--- src/rtl/conv_relu_pool_quant.sv ---
// ---------------------------------------------------------------------------
// conv_relu_pool_quant
//
// Post-processing stage behind the conv engine. It accepts raw signed
// accumulator results as a raster stream and, for each beat, applies ReLU and
// a rounding right shift that requantises to 7 magnitude bits. A 2x2 /
// stride-2 max-pool is then applied. Each pooled byte is written into SRAM
// with one byte lane enabled, four pooled pixels per word address.
// One start pulse processes one frame (one channel).
//
// Handshake: a beat is consumed on every cycle where in_valid is high while
// the block is in RUN. There is no back-pressure. Each wr_en cycle is a
// complete write: address, mask and data are valid together.
//
// Ports
//   clk          rising-edge clock
//   rst          asynchronous reset, active-high
//   start        one-cycle pulse that begins (or restarts) a frame
//   in_valid     in_data carries a beat this cycle
//   in_data      signed conv accumulator, raster (row-major) order
//   wr_en        SRAM write strobe, one cycle per pooled pixel
//   wr_addr      SRAM word address (pool index >> 2)
//   wr_bytemask  one-hot byte lane to write
//   wr_data      pooled byte replicated on all four lanes
//   busy         high while in RUN
//   done         one-cycle pulse after the last write of a frame
// ---------------------------------------------------------------------------
module conv_relu_pool_quant #(
   parameter int ACC_WIDTH   = 20,
   parameter int DATA_WIDTH  = 8,
   parameter int FMAP_W      = 24,
   parameter int FMAP_H      = 24,
   parameter int QUANT_SHIFT = 7
) (
   input  logic                 clk,
   input  logic                 rst,
   input  logic                 start,
   input  logic                 in_valid,
   input  logic [ACC_WIDTH-1:0] in_data,
   output logic                 wr_en,
   output logic [9:0]           wr_addr,
   output logic [3:0]           wr_bytemask,
   output logic [31:0]          wr_data,
   output logic                 busy,
   output logic                 done
);

   localparam int C_W    = $clog2(FMAP_W);
   localparam int R_W    = $clog2(FMAP_H);
   localparam int HALF_W = FMAP_W / 2;

   // Rounding constant: half of one output LSB.
   localparam logic [ACC_WIDTH:0] RND = (ACC_WIDTH + 1)'(2 ** (QUANT_SHIFT - 1));
   localparam logic [ACC_WIDTH:0] SAT = (ACC_WIDTH + 1)'(127);

   typedef enum logic [1:0] {
      S_IDLE = 2'd0,
      S_RUN  = 2'd1,
      S_DONE = 2'd2
   } state_t;

   state_t           state_q, state_d;
   logic [C_W-1:0]   c_q, c_d;
   logic [R_W-1:0]   r_q, r_d;
   logic [6:0]       hold_q, hold_d;
   logic [6:0]       lbuf_q [HALF_W];
   logic [6:0]       lbuf_d [HALF_W];
   logic             last_q, last_d;
   logic             wr_en_q, wr_en_d;
   logic [9:0]       wr_addr_q, wr_addr_d;
   logic [3:0]       wr_mask_q, wr_mask_d;
   logic [31:0]      wr_data_q, wr_data_d;

   // ---------------------------------------------------------------------
   // Per-beat datapath: ReLU, rounding shift, clip to 7 bits, pooling maxima
   // ---------------------------------------------------------------------
   logic [ACC_WIDTH-1:0] relu_v;
   logic [ACC_WIDTH:0]   rnd_sum;
   logic [ACC_WIDTH:0]   shifted;
   logic [6:0]           q;
   logic [6:0]           pair;
   logic [6:0]           lb_val;
   logic [6:0]           pooled;
   logic [C_W-2:0]       lb_idx;
   logic [11:0]          pool_idx;
   logic                 last_beat;

   always_comb begin
      relu_v  = in_data[ACC_WIDTH-1] ? '0 : in_data;
      // One extra bit so the rounding add can never wrap.
      rnd_sum = {1'b0, relu_v} + RND;
      shifted = rnd_sum >> QUANT_SHIFT;
      q       = (shifted > SAT) ? 7'd127 : shifted[6:0];

      pair    = (hold_q > q) ? hold_q : q;
      lb_idx  = c_q[C_W-1:1];
      lb_val  = lbuf_q[lb_idx];
      pooled  = (lb_val > pair) ? lb_val : pair;

      pool_idx  = 12'(r_q >> 1) * 12'(HALF_W) + 12'(c_q >> 1);
      last_beat = (c_q == C_W'(FMAP_W - 1)) && (r_q == R_W'(FMAP_H - 1));
   end

   // ---------------------------------------------------------------------
   // Next-state logic
   // ---------------------------------------------------------------------
   always_comb begin
      state_d   = state_q;
      c_d       = c_q;
      r_d       = r_q;
      hold_d    = hold_q;
      lbuf_d    = lbuf_q;
      last_d    = last_q;
      wr_en_d   = 1'b0;
      wr_addr_d = '0;
      wr_mask_d = '0;
      wr_data_d = '0;

      if (start) begin
         // A start always wins: discard any partial frame, including a final
         // beat arriving in the same cycle. The line buffer needs no clear,
         // since every entry is rewritten on an even row before it is read.
         state_d = S_RUN;
         c_d     = '0;
         r_d     = '0;
         hold_d  = '0;
         last_d  = 1'b0;
      end else begin
         unique case (state_q)
            S_IDLE: begin
               state_d = S_IDLE;
            end

            S_RUN: begin
               if (last_q) begin
                  // Final write is on the bus this cycle; done follows.
                  state_d = S_DONE;
                  last_d  = 1'b0;
               end else if (in_valid) begin
                  if (!c_q[0]) begin
                     hold_d = q;
                  end else if (!r_q[0]) begin
                     lbuf_d[lb_idx] = pair;
                  end else begin
                     wr_en_d   = 1'b1;
                     wr_addr_d = pool_idx[11:2];
                     wr_mask_d = 4'b0001 << pool_idx[1:0];
                     wr_data_d = {4{1'b0, pooled}};
                  end

                  last_d = last_beat;

                  if (c_q == C_W'(FMAP_W - 1)) begin
                     c_d = '0;
                     r_d = (r_q == R_W'(FMAP_H - 1)) ? '0 : r_q + 1'b1;
                  end else begin
                     c_d = c_q + 1'b1;
                  end
               end
            end

            S_DONE: begin
               state_d = S_IDLE;
            end

            default: begin
               state_d = S_IDLE;
            end
         endcase
      end
   end

   // ---------------------------------------------------------------------
   // State and registered outputs
   // ---------------------------------------------------------------------
   always_ff @(posedge clk or posedge rst) begin
      if (rst) begin
         state_q   <= S_IDLE;
         c_q       <= '0;
         r_q       <= '0;
         hold_q    <= '0;
         last_q    <= 1'b0;
         wr_en_q   <= 1'b0;
         wr_addr_q <= '0;
         wr_mask_q <= '0;
         wr_data_q <= '0;
         for (int i = 0; i < HALF_W; i++) begin
            lbuf_q[i] <= '0;
         end
      end else begin
         state_q   <= state_d;
         c_q       <= c_d;
         r_q       <= r_d;
         hold_q    <= hold_d;
         last_q    <= last_d;
         wr_en_q   <= wr_en_d;
         wr_addr_q <= wr_addr_d;
         wr_mask_q <= wr_mask_d;
         wr_data_q <= wr_data_d;
         lbuf_q    <= lbuf_d;
      end
   end

   assign wr_en       = wr_en_q;
   assign wr_addr     = wr_addr_q;
   assign wr_bytemask = wr_mask_q;
   assign wr_data     = wr_data_q;
   assign busy        = (state_q == S_RUN);
   assign done        = (state_q == S_DONE);

endmodule

--- config.mk ---
export PLATFORM = sky130hd
export DESIGN_NAME = conv_relu_pool_quant
export DESIGN_NICKNAME = d
export VERILOG_FILES = /design/src/rtl/conv_relu_pool_quant.sv
export SDC_FILE = /design/constraint.sdc
export NUM_CORES = 1
export LEC_CHECK = 0
export ABC_AREA = 1
export CAP_MARGIN = 10
export CORE_MARGIN = 1
export CORE_UTILIZATION = 58
export CTS_BUF_LIST = sky130_fd_sc_hd__clkbuf_2
export DETAILED_ROUTE_END_ITERATION = 10
export PLACE_DENSITY_LB_ADDON = 0.15
export RECOVER_POWER = 50
export SYNTH_ARGS = -nofsm -noshare
export SYNTH_HDL_FRONTEND = slang
export SYNTH_SLANG_ARGS = --single-unit
--- constraint.sdc ---
create_clock -name clk -period 5.6 [get_ports clk]
set_input_delay 1.12 -clock clk [delete_from_list [all_inputs] [get_ports clk]]
set_output_delay 1.12 -clock clk [all_outputs]
set_load 0.03 [all_outputs]
==> results.md, run 1 <==
Detailed routing:
- The detailed-route via count is between 5000 and 6000.
- The detail route stage leaves a number of antenna-violating nets equal to 0.
- The routed design has about 14000 um of wire.
- The wire length per cell is 15.3 um.
- The mean number of vias per cell is roughly 5.6.
- The first-pass iteration count of the detailed router is 8.
- For this block, the initial DRC count from the detailed router was 356.
- For this run, design rule violations remaining after detail routing come to 0.

Floorplanning:
- Measured along the y axis, the die boundary spans 106 um.
- The initial utilization of the core area, before any placement, comes to 60.3%.
- The site row count is 37.
- The core region area is 10400 um2.
- The floorplan die width is 106 um.
- The area enclosed by the die boundary is 11200 um2.
- The number of top-level pins is between 70 and 80.

Placed design:
- The port buffer count is 59.
- The placed wire-length estimate is approximately 10000 um.
- The final RePlAce weighted congestion is 0.892.

Setup path:
- The slowest stage of the critical path belongs to the cell dlygate4sd3_1.
- For this run, the slowest stage of the critical path takes 0.63 ns.
- The kind of start point of the critical path is an input port.
- The nature of the critical path endpoint is a flip-flop.
- The required time of the critical path is 6.19 ns.
- The library cell appearing most often on the critical path is nand2_1.
- Along the worst path, the maximum fanout reaches 12.
- STA puts the critical path data arrival time at 5.55 ns.
- The critical path in this run is classified as in2reg.

Power:
- The cell leakage power is approximately 0.0034 uW.
- The part of the total power dissipated in combinational logic is 19.9%.
- The share of total power dissipated in the clock network is between 30% and 40%.
- The maximum VDD drop is about 0.00028 V.
- For this design the ratio of total power to cell area is 291 nW/um2.
- The switching power as a share of total power is 31.3%.
- The total design power is a little over 2000 uW.
- Of the total power, registers draw 46.7%.
- Summed over all nets, the switching power comes to 645 uW.
- The internal portion of total power is between 1000 and 1500 uW.

CTS:
- The total number of H-tree levels is 4.
- The post-CTS setup repair buffer count is 0.
- The number of hold-repair buffers added at the cts stage is 0.
- The post-cts repair resize count is 0.
- The clock transition at the registers of the reported paths is 0.17 ns.
- The clock drives about 120 sinks.
- The maximum clock insertion buffer count is 2.
- The clock tree from TritonCTS is done.
- TritonCTS created 17 clock buffers.
- The later pin in the worst-skew pair is clocked with a latency of ~0.70 ns.
- The clock root buffer master is clkbuf_2.

Timing:
- Setup repair after global routing left no endpoint under its margin.
- The shortest clock period the worst path allows after layout is 4.96 ns.
- Setup total negative slack on the finished layout was measured at 0 ns.
- The fmax is 202 MHz.
- The final clock skew is 0.0261 ns.
- Of the available clock period, the critical path in the final layout requires 88.6%.
- The count of endpoints failing setup in the final report is 0.
- The number of pins exceeding their max-slew limit in the final report is 141.
- The hold violation count in the final report was 0.
- Measured against its own limit, the worst slew margin works out to -83.5%.
- For the pin with the worst max-slew slack, the measured transition is 2.75 ns.

Synthesis:
- The compound-gate portion of the synthesized area is between 10% and 20%.
- Yosys mapped a number of flops with a built-in enable equal to 0.
- The primary flip-flop cell chosen by synthesis mapping is dfrtp_1.
- The synthesized netlist contains 41 unique library cells.
- The share of cell area taken by muxes after synthesis is 0%.
- After synthesis, the largest family of logic cells by area is simple AND/OR/NAND/NOR gates.
- The synthesized netlist devotes 19.8% of its cell area to simple gates.
- The count of synthesis-stage warnings from yosys is 0.
- The async set-or-reset flop fraction in the synthesized netlist is 100%.
- The flip-flop and latch count after synthesis is 123.
- After synthesis, flip-flops and latches occupy slightly below 50% of the total area.
- The synthesized netlist devotes 5.05% of its cell area to adder and majority cells.
- The synthesized area per cell is 8.45 um2.
- The fraction of synthesized cell area in xor and xnor cells is 0.841%.
- The mapped netlist covers between 6000 and 7000 um2.
- The count of mapped cells out of synthesis is 740.

Layout:
- At the end of the flow, the number of nets in the layout was 831.
- The filler cell count is roughly 860.
- The number of antenna repair diodes is 0.
- The share of post-route cells with drive strength above 1 is 8.29%.
- The multi-input gate area in the final layout is 2660 um2.
- Relative to the synthesized area, the layout overhead comes to 13.6%.
- The area taken by flip-flops and latches is 3080 um2.

GRT:
- The number of antenna violations at the first check in global routing is 0.
- The via count of the first global-routing pass is 4834.
- Entering global routing, the biggest net connects 54 pins.
- Summed over all layers, the global routing overflow is 0.
- Global routing used 27.1% of the available tracks.
- The first-pass GRT wire length is approximately 23000 um.

Run:
- Across the run, the number of max-cap violations was 4.

Min path:
- The worst hold path belongs to the class reg2reg.

Run status:
- The checks that failed: capacitance limit, slew limit.
- The flow ran to the end, but the final reports show violations.
## metal layers
layer	GRT usage (%)	wire, um	share of wire, %
met5	0	0	0
met4	13.8	548	3.8
met3	5.81	930	6.5
met2	42.2	6750	47
met1	35.9	6070	42
## flip-flops by register name, summed over array words and instances (netlist names)
signal       cells
lbuf_q          84
hold_q           7
wr_addr          7
wr_data          7
c_q              5
r_q              5
wr_bytemask      4
state_q          2
last_q           1
wr_en            1
## layout make-up
cell class	instances	area share, %
flip-flops and latches	123	43.3
multi-input cells	515	37.5
repair buffers	72	9.58
clock inverters	14	3.03
inverters	54	2.91
well taps	136	2.40
clock buffers	18	1.27
## cell families (layout without fill, tap and decap cells)
kind of cell               after synthesis  after routing
adders and majority gates               24             24
DFF                                    123            123
and+or+nand+nor                        291            291
other                                    1              7
buffers and inverters                  108            158
xor gates and xnor gates                 6              6
AOI/OAI and AO/OA                      187            187
## synth_stat cells, types with 2 or more instances
cell type / n / area (um2)
dfrtp_1: 123 / 3080
nor2_1: 118 / 443
nand2_1: 115 / 432
a21oi_1: 87 / 435
o21ai_0: 48 / 240
inv_1: 45 / 169
o22ai_1: 35 / 219
buf_4: 31 / 233
ha_1: 22 / 275
nand3_1: 16 / 80.1
clkbuf_1: 15 / 56.3
nand4_1: 14 / 87.6
clkinv_1: 6 / 22.5
buf_2: 5 / 25.0
nand2_2: 5 / 31.3
nor3_1: 5 / 25.0
o21ai_2: 5 / 43.8
xor2_1: 4 / 35.0
a21o_1: 3 / 22.5
buf_1: 3 / 11.3
nand3_2: 3 / 30.0
nand3b_1: 3 / 22.5
nor2_2: 3 / 18.8
nor4_1: 3 / 18.8
and3_1: 2 / 12.5
fa_1: 2 / 40.0
inv_2: 2 / 7.51
nand2_4: 2 / 22.5
o21ai_1: 2 / 10.0
xnor2_1: 2 / 17.5
## cell usage in the layout (no fill, tap or decap), types with 4 or more instances in the layout
cell type,Yosys,layout
a21oi_1,87,87
buf_4,31,11
bufinv_16,0,5
clkbuf_2,0,18
clkdlybuf4s50_1,0,55
clkinv_1,6,7
conb_1,1,7
dfrtp_1,123,123
dlygate4sd3_1,0,4
ha_1,22,22
inv_1,45,44
inv_6,0,4
nand2_1,115,116
nand2_2,5,4
nand3_1,16,16
nand4_1,14,14
nor2_1,118,118
nor3_1,5,5
o21ai_0,48,48
o21ai_2,5,5
o22ai_1,35,35
xor2_1,4,4
## worst max-delay path, delay by kind of cell
family / cells / cell delay (ns)
buf+inv: 5 / 1.09
compound gates: 6 / 0.90
fa+ha+maj: 3 / 0.74
simple gates: 18 / 1.68
## per-stage QoR
stage	std cells	util [%]	setup WS (ns)	instance area, um2	hold WS, ns
2_1_floorplan	746	-	0.937	6270	0.438
3_3_place_gp	900	65.7	0.262	6810	0.451
3_5_place_dp	900	65.7	0.112	6810	0.470
4_1_cts	932	68.7	0.839	7120	0.485
5_1_grt	932	68.5	0.339	7100	0.532
6_report	932	68.5	0.638	7100	0.490
## power by group through the flow
stage / Clock, uW / Sequential [uW] / Combinational [uW]
floorplan: 0 / 975 / 292
global placement: 0 / 976 / 391
detailed placement: 0 / 980 / 406
CTS: 698 / 963 / 409
global route: 738 / 970 / 458
finish: 689 / 964 / 411
## worst paths after layout
| path | slack [ns] | cells after the start | endpoint | startpoint |
|---|---|---|---|---|
| setup reg to reg | 1.90 | 16 | wr_data[28]$_DFF_PP0_ | c_q[2]$_DFFE_PP0P_ |
| hold reg to reg | 0.49 | 1 | state_q[0]$_DFFE_PP0P_ | last_q$_DFFE_PP0P_ |
| setup / recovery | 0.64 | 32 | wr_data[28]$_DFF_PP0_ | in_data[19] |
| min in group asynchronous | 1.22 | 2 | lbuf_q[82]$_DFFE_PP0P_ | rst |
| max in group asynchronous | 1.18 | 3 | lbuf_q[37]$_DFFE_PP0P_ | rst |
| hold / removal | 0.49 | 1 | state_q[0]$_DFFE_PP0P_ | last_q$_DFFE_PP0P_ |
Note: power is estimated with default switching activity, not from simulation.
==> run 2, diff against run 1 <==
--- a/config.mk
+++ b/config.mk
@@ -13,6 +13,7 @@
 export DETAILED_ROUTE_END_ITERATION = 10
 export PLACE_DENSITY_LB_ADDON = 0.15
 export RECOVER_POWER = 50
+export REMOVE_ABC_BUFFERS = 1
 export SYNTH_ARGS = -nofsm -noshare
 export SYNTH_HDL_FRONTEND = slang
 export SYNTH_SLANG_ARGS = --single-unit
==> run 2 against run 1 <==
The run still ends with capacitance limit, slew limit left. Combinational power grew 2%. Global-route usage is 1.2 points higher. Worst hold slack better by 0.014 ns.
==> results.md, run 2 (synthesis results as in run 1) <==
Timing:
- The hold violation count in the final report came to 0 (unchanged).
- The transition time of the tightest slew-check pin is 3.53 ns (+0.775 ns).
- The shortest clock period the worst path allows after layout is 4.90 ns (-0.0634 ns).
- The final clock skew is 0.0483 ns (+0.0222 ns).
- The worst slew slack as a fraction of its limit is -136% (-53 points).
- The period utilization was 87.5% (-1.1 points).
- The count of endpoints failing setup in the final report was 0 (unchanged).
- The setup TNS after final layout is 0 ns (unchanged).
- Setup repair after global routing left no endpoint under its margin.
- The fmax is 204 MHz (+1.3%).
- The number of pins exceeding their max-slew limit in the final report was 84 (-40%).

Run:
- The number of violations of the max-capacitance limit was 1 (-3).

CTS:
- The total number of H-tree levels is 4 (unchanged).
- The number of hold-repair buffers added at the cts stage came to 0 (unchanged).
- TritonCTS built the clock tree.
- The clock buffer count from CTS is 17 (unchanged).
- The source-to-sink clock delay at the later pin of the worst-skew pair was 0.72 ns (+0.02 ns).
- The TritonCTS sink count came to 123 (unchanged).
- The post-CTS setup repair buffer count was 0 (unchanged).
- The clock root buffer master is clkbuf_2.
- The maximum clock insertion buffer count is 2 (unchanged).
- The post-cts repair resize count is 0 (unchanged).
- The clock transition at the registers of the reported paths is 0.17 ns (about the same).

GRT:
- The global routing usage summed across all routing layers is 28.2% (+1.2 points).
- The number of antenna violations at the first check in global routing is 0 (unchanged).
- The via count of the first global-routing pass is 5096 (+5.4%).
- The first-pass GRT wire length came to 24400 um (+5.1%).
- The residual overflow from global routing is 0 (unchanged).
- The maximum number of pins on one net before global-route repair is 84 (+56%).

Detailed routing:
- The wire length per cell is 15.9 um (+3.5%).
- The total wire length is 14800 um (+3.4%).
- The routed metal-1 wire length is 6320 um (+4.0%).
- The total length of routed met3 wires was 1120 um (+20%).
- The mean number of vias per cell is 5.72 (+1.4%).
- The initial detailed-routing violation count is 522 (+47%).
- The remaining antenna violation count after routing is 0 (unchanged).
- The count of unresolved DRC violations after routing is 0 (unchanged).
- The routed wire length on met2 is 6870 um (+1.9%).
- The first-pass iteration count of the detailed router is 6 (-2).
- The detailed-route via count came to 5322 (+1.3%).
- The uppermost layer routed is met4.

Layout:
- The share of post-route cells with drive strength above 1 is 8.30% (+0.010 points).
- The signed area change from the synthesized netlist to the final layout is 13.3%.
- Leaving out fill and tap cells, the most frequent cell in the layout is dfrtp_1.
- The number of nets in the finished design is 831 (unchanged).
- The library cells used most frequently in the layout, excluding fill and tap cells, are dfrtp_1, nor2_1, nand2_1, a21oi_1, clkdlybuf4s50_1.
- The register ranked first by flip-flop count is lbuf_q.
- The number of flip-flops under the largest register name was 84 (unchanged).
- The non-filler instance count after layout is 931 (-0.11%).
- The final cell utilization of the core is 68.3% (-0.22 points).
- The number of antenna repair diodes is 0 (unchanged).

Power:
- The power density normalized to cell area is 287 nW/um2 (-1.3%).
- The cell leakage power is 0.00338 uW (-0.65%).
- The total design power is 2030 uW (-1.6%).
- The maximum VDD drop is 0.000161 V (-43%).

Run status:
- The flow ran to the end, but the final reports show violations.
- The checks that failed: capacitance limit, slew limit.

Setup path:
- The worst setup path category is in2reg.
- The signal arrival time at the worst endpoint is 5.50 ns (-0.05 ns).
- The biggest fanout along the worst timing path is 10 (-2).
- The required time of the critical path is 6.20 ns (about the same).
- The kind of start point of the critical path is an input port.
- The delay of the slowest critical-path stage is 0.51 ns (-0.12 ns).
- The nature of the critical path endpoint is a flip-flop.
- The critical path's slowest cell is clkdlybuf4s50_1.
- The most numerous cell type found on the critical path is nand2_1.

Placed design:
- The number of placed instances with taps included is 900 (unchanged).
- The final RePlAce weighted congestion was 0.832 (-6.7%).
- The placed wire-length estimate was 10200 um (+0.15%).
- The port buffer count is 59 (unchanged).

Floorplanning:
- The floorplan die width came to 106 um (unchanged).
- The core region area is 10400 um2 (unchanged).
- The site row count is 37 (unchanged).
- The initial core utilization is 60.3% (unchanged).
- The chip height was 106 um (unchanged).
- The area enclosed by the die boundary is 11200 um2 (unchanged).
- The number of top-level pins is 73 (unchanged).

Min path:
- The class of the tightest hold or removal check is reg2reg.
run 2: changes by cell type in the layout (fill, tap and decap cells not counted), sizes merged:
cell	delta
clkdlybuf4s50	+1
clkinvlp	+2
dlygate4sd3	-1
inv	-1
clkbuf	-1
bufinv	-1
run 2: area by class of cell:
cell class	count	area (um2)
Sequential cell	123	3080
Inverter	54	206
Tap cell	136	170
Clock inverter	14	194
Clock buffer	17	85.1
Multi-Input combinational cell	515	2660
Fill cell	830	3290
Timing Repair Buffer	72	682
run 2: critical path: cells and delay by family:
family	cells	cell delay (ns)
simple gates	19	2.07
fa+ha+maj	3	0.78
buf+inv	5	0.96
compound gates	4	0.59
run 2: where the power goes:
part	switching (uW)	internal, uW	leakage, uW
combinational	280	141	0.00154
sequential	29.4	935	0.00168
clock	353	293	0.000153
run 2: path summary, 6_finish.rpt:
path / from / to / slack [ns] / cells past startpoint
min reg2reg: last_q$_DFFE_PP0P_ / state_q[0]$_DFFE_PP0P_ / 0.50 / 1
min: last_q$_DFFE_PP0P_ / state_q[0]$_DFFE_PP0P_ / 0.50 / 1
max in group asynchronous: rst / r_q[0]$_DFFE_PP0P_ / 1.54 / 3
max: in_data[19] / wr_data[28]$_DFF_PP0_ / 0.70 / 31
max reg2reg: c_q[2]$_DFFE_PP0P_ / wr_data[28]$_DFF_PP0_ / 1.85 / 17
min in group asynchronous: rst / wr_data[22]$_DFF_PP0_ / 1.88 / 2
run 2: through the flow:
| stage | setup slack, ns | instance area [um2] | hold WS [ns] |
|---|---|---|---|
| after floorplan | 0.918 | 5950 | 0.438 |
| after global placement | 0.265 | 6810 | 0.452 |
| after detailed placement | 0.109 | 6810 | 0.473 |
| after CTS | 0.781 | 7090 | 0.504 |
| after global routing | 0.360 | 7080 | 0.524 |
| final | 0.702 | 7080 | 0.504 |
run 2: layer usage:
layer / track usage [%] / up-vias
met5: 0 / -
met1: 37.1 / 2498
li1: - / 2539
met3: 5.26 / 45
met2: 45.9 / 240
met4: 12.3 / 0
==> run 3, diff against run 2 <==
--- a/config.mk
+++ b/config.mk
@@ -6,8 +6,8 @@
 export NUM_CORES = 1
 export LEC_CHECK = 0
 export ABC_AREA = 1
+export ABC_CLOCK_PERIOD_IN_PS = 5600
 export CAP_MARGIN = 10
-export CORE_MARGIN = 1
 export CORE_UTILIZATION = 58
 export CTS_BUF_LIST = sky130_fd_sc_hd__clkbuf_2
 export DETAILED_ROUTE_END_ITERATION = 10
==> results of run 3 <==
No change in the layout: final DEF, timing and power equal those of run 2.
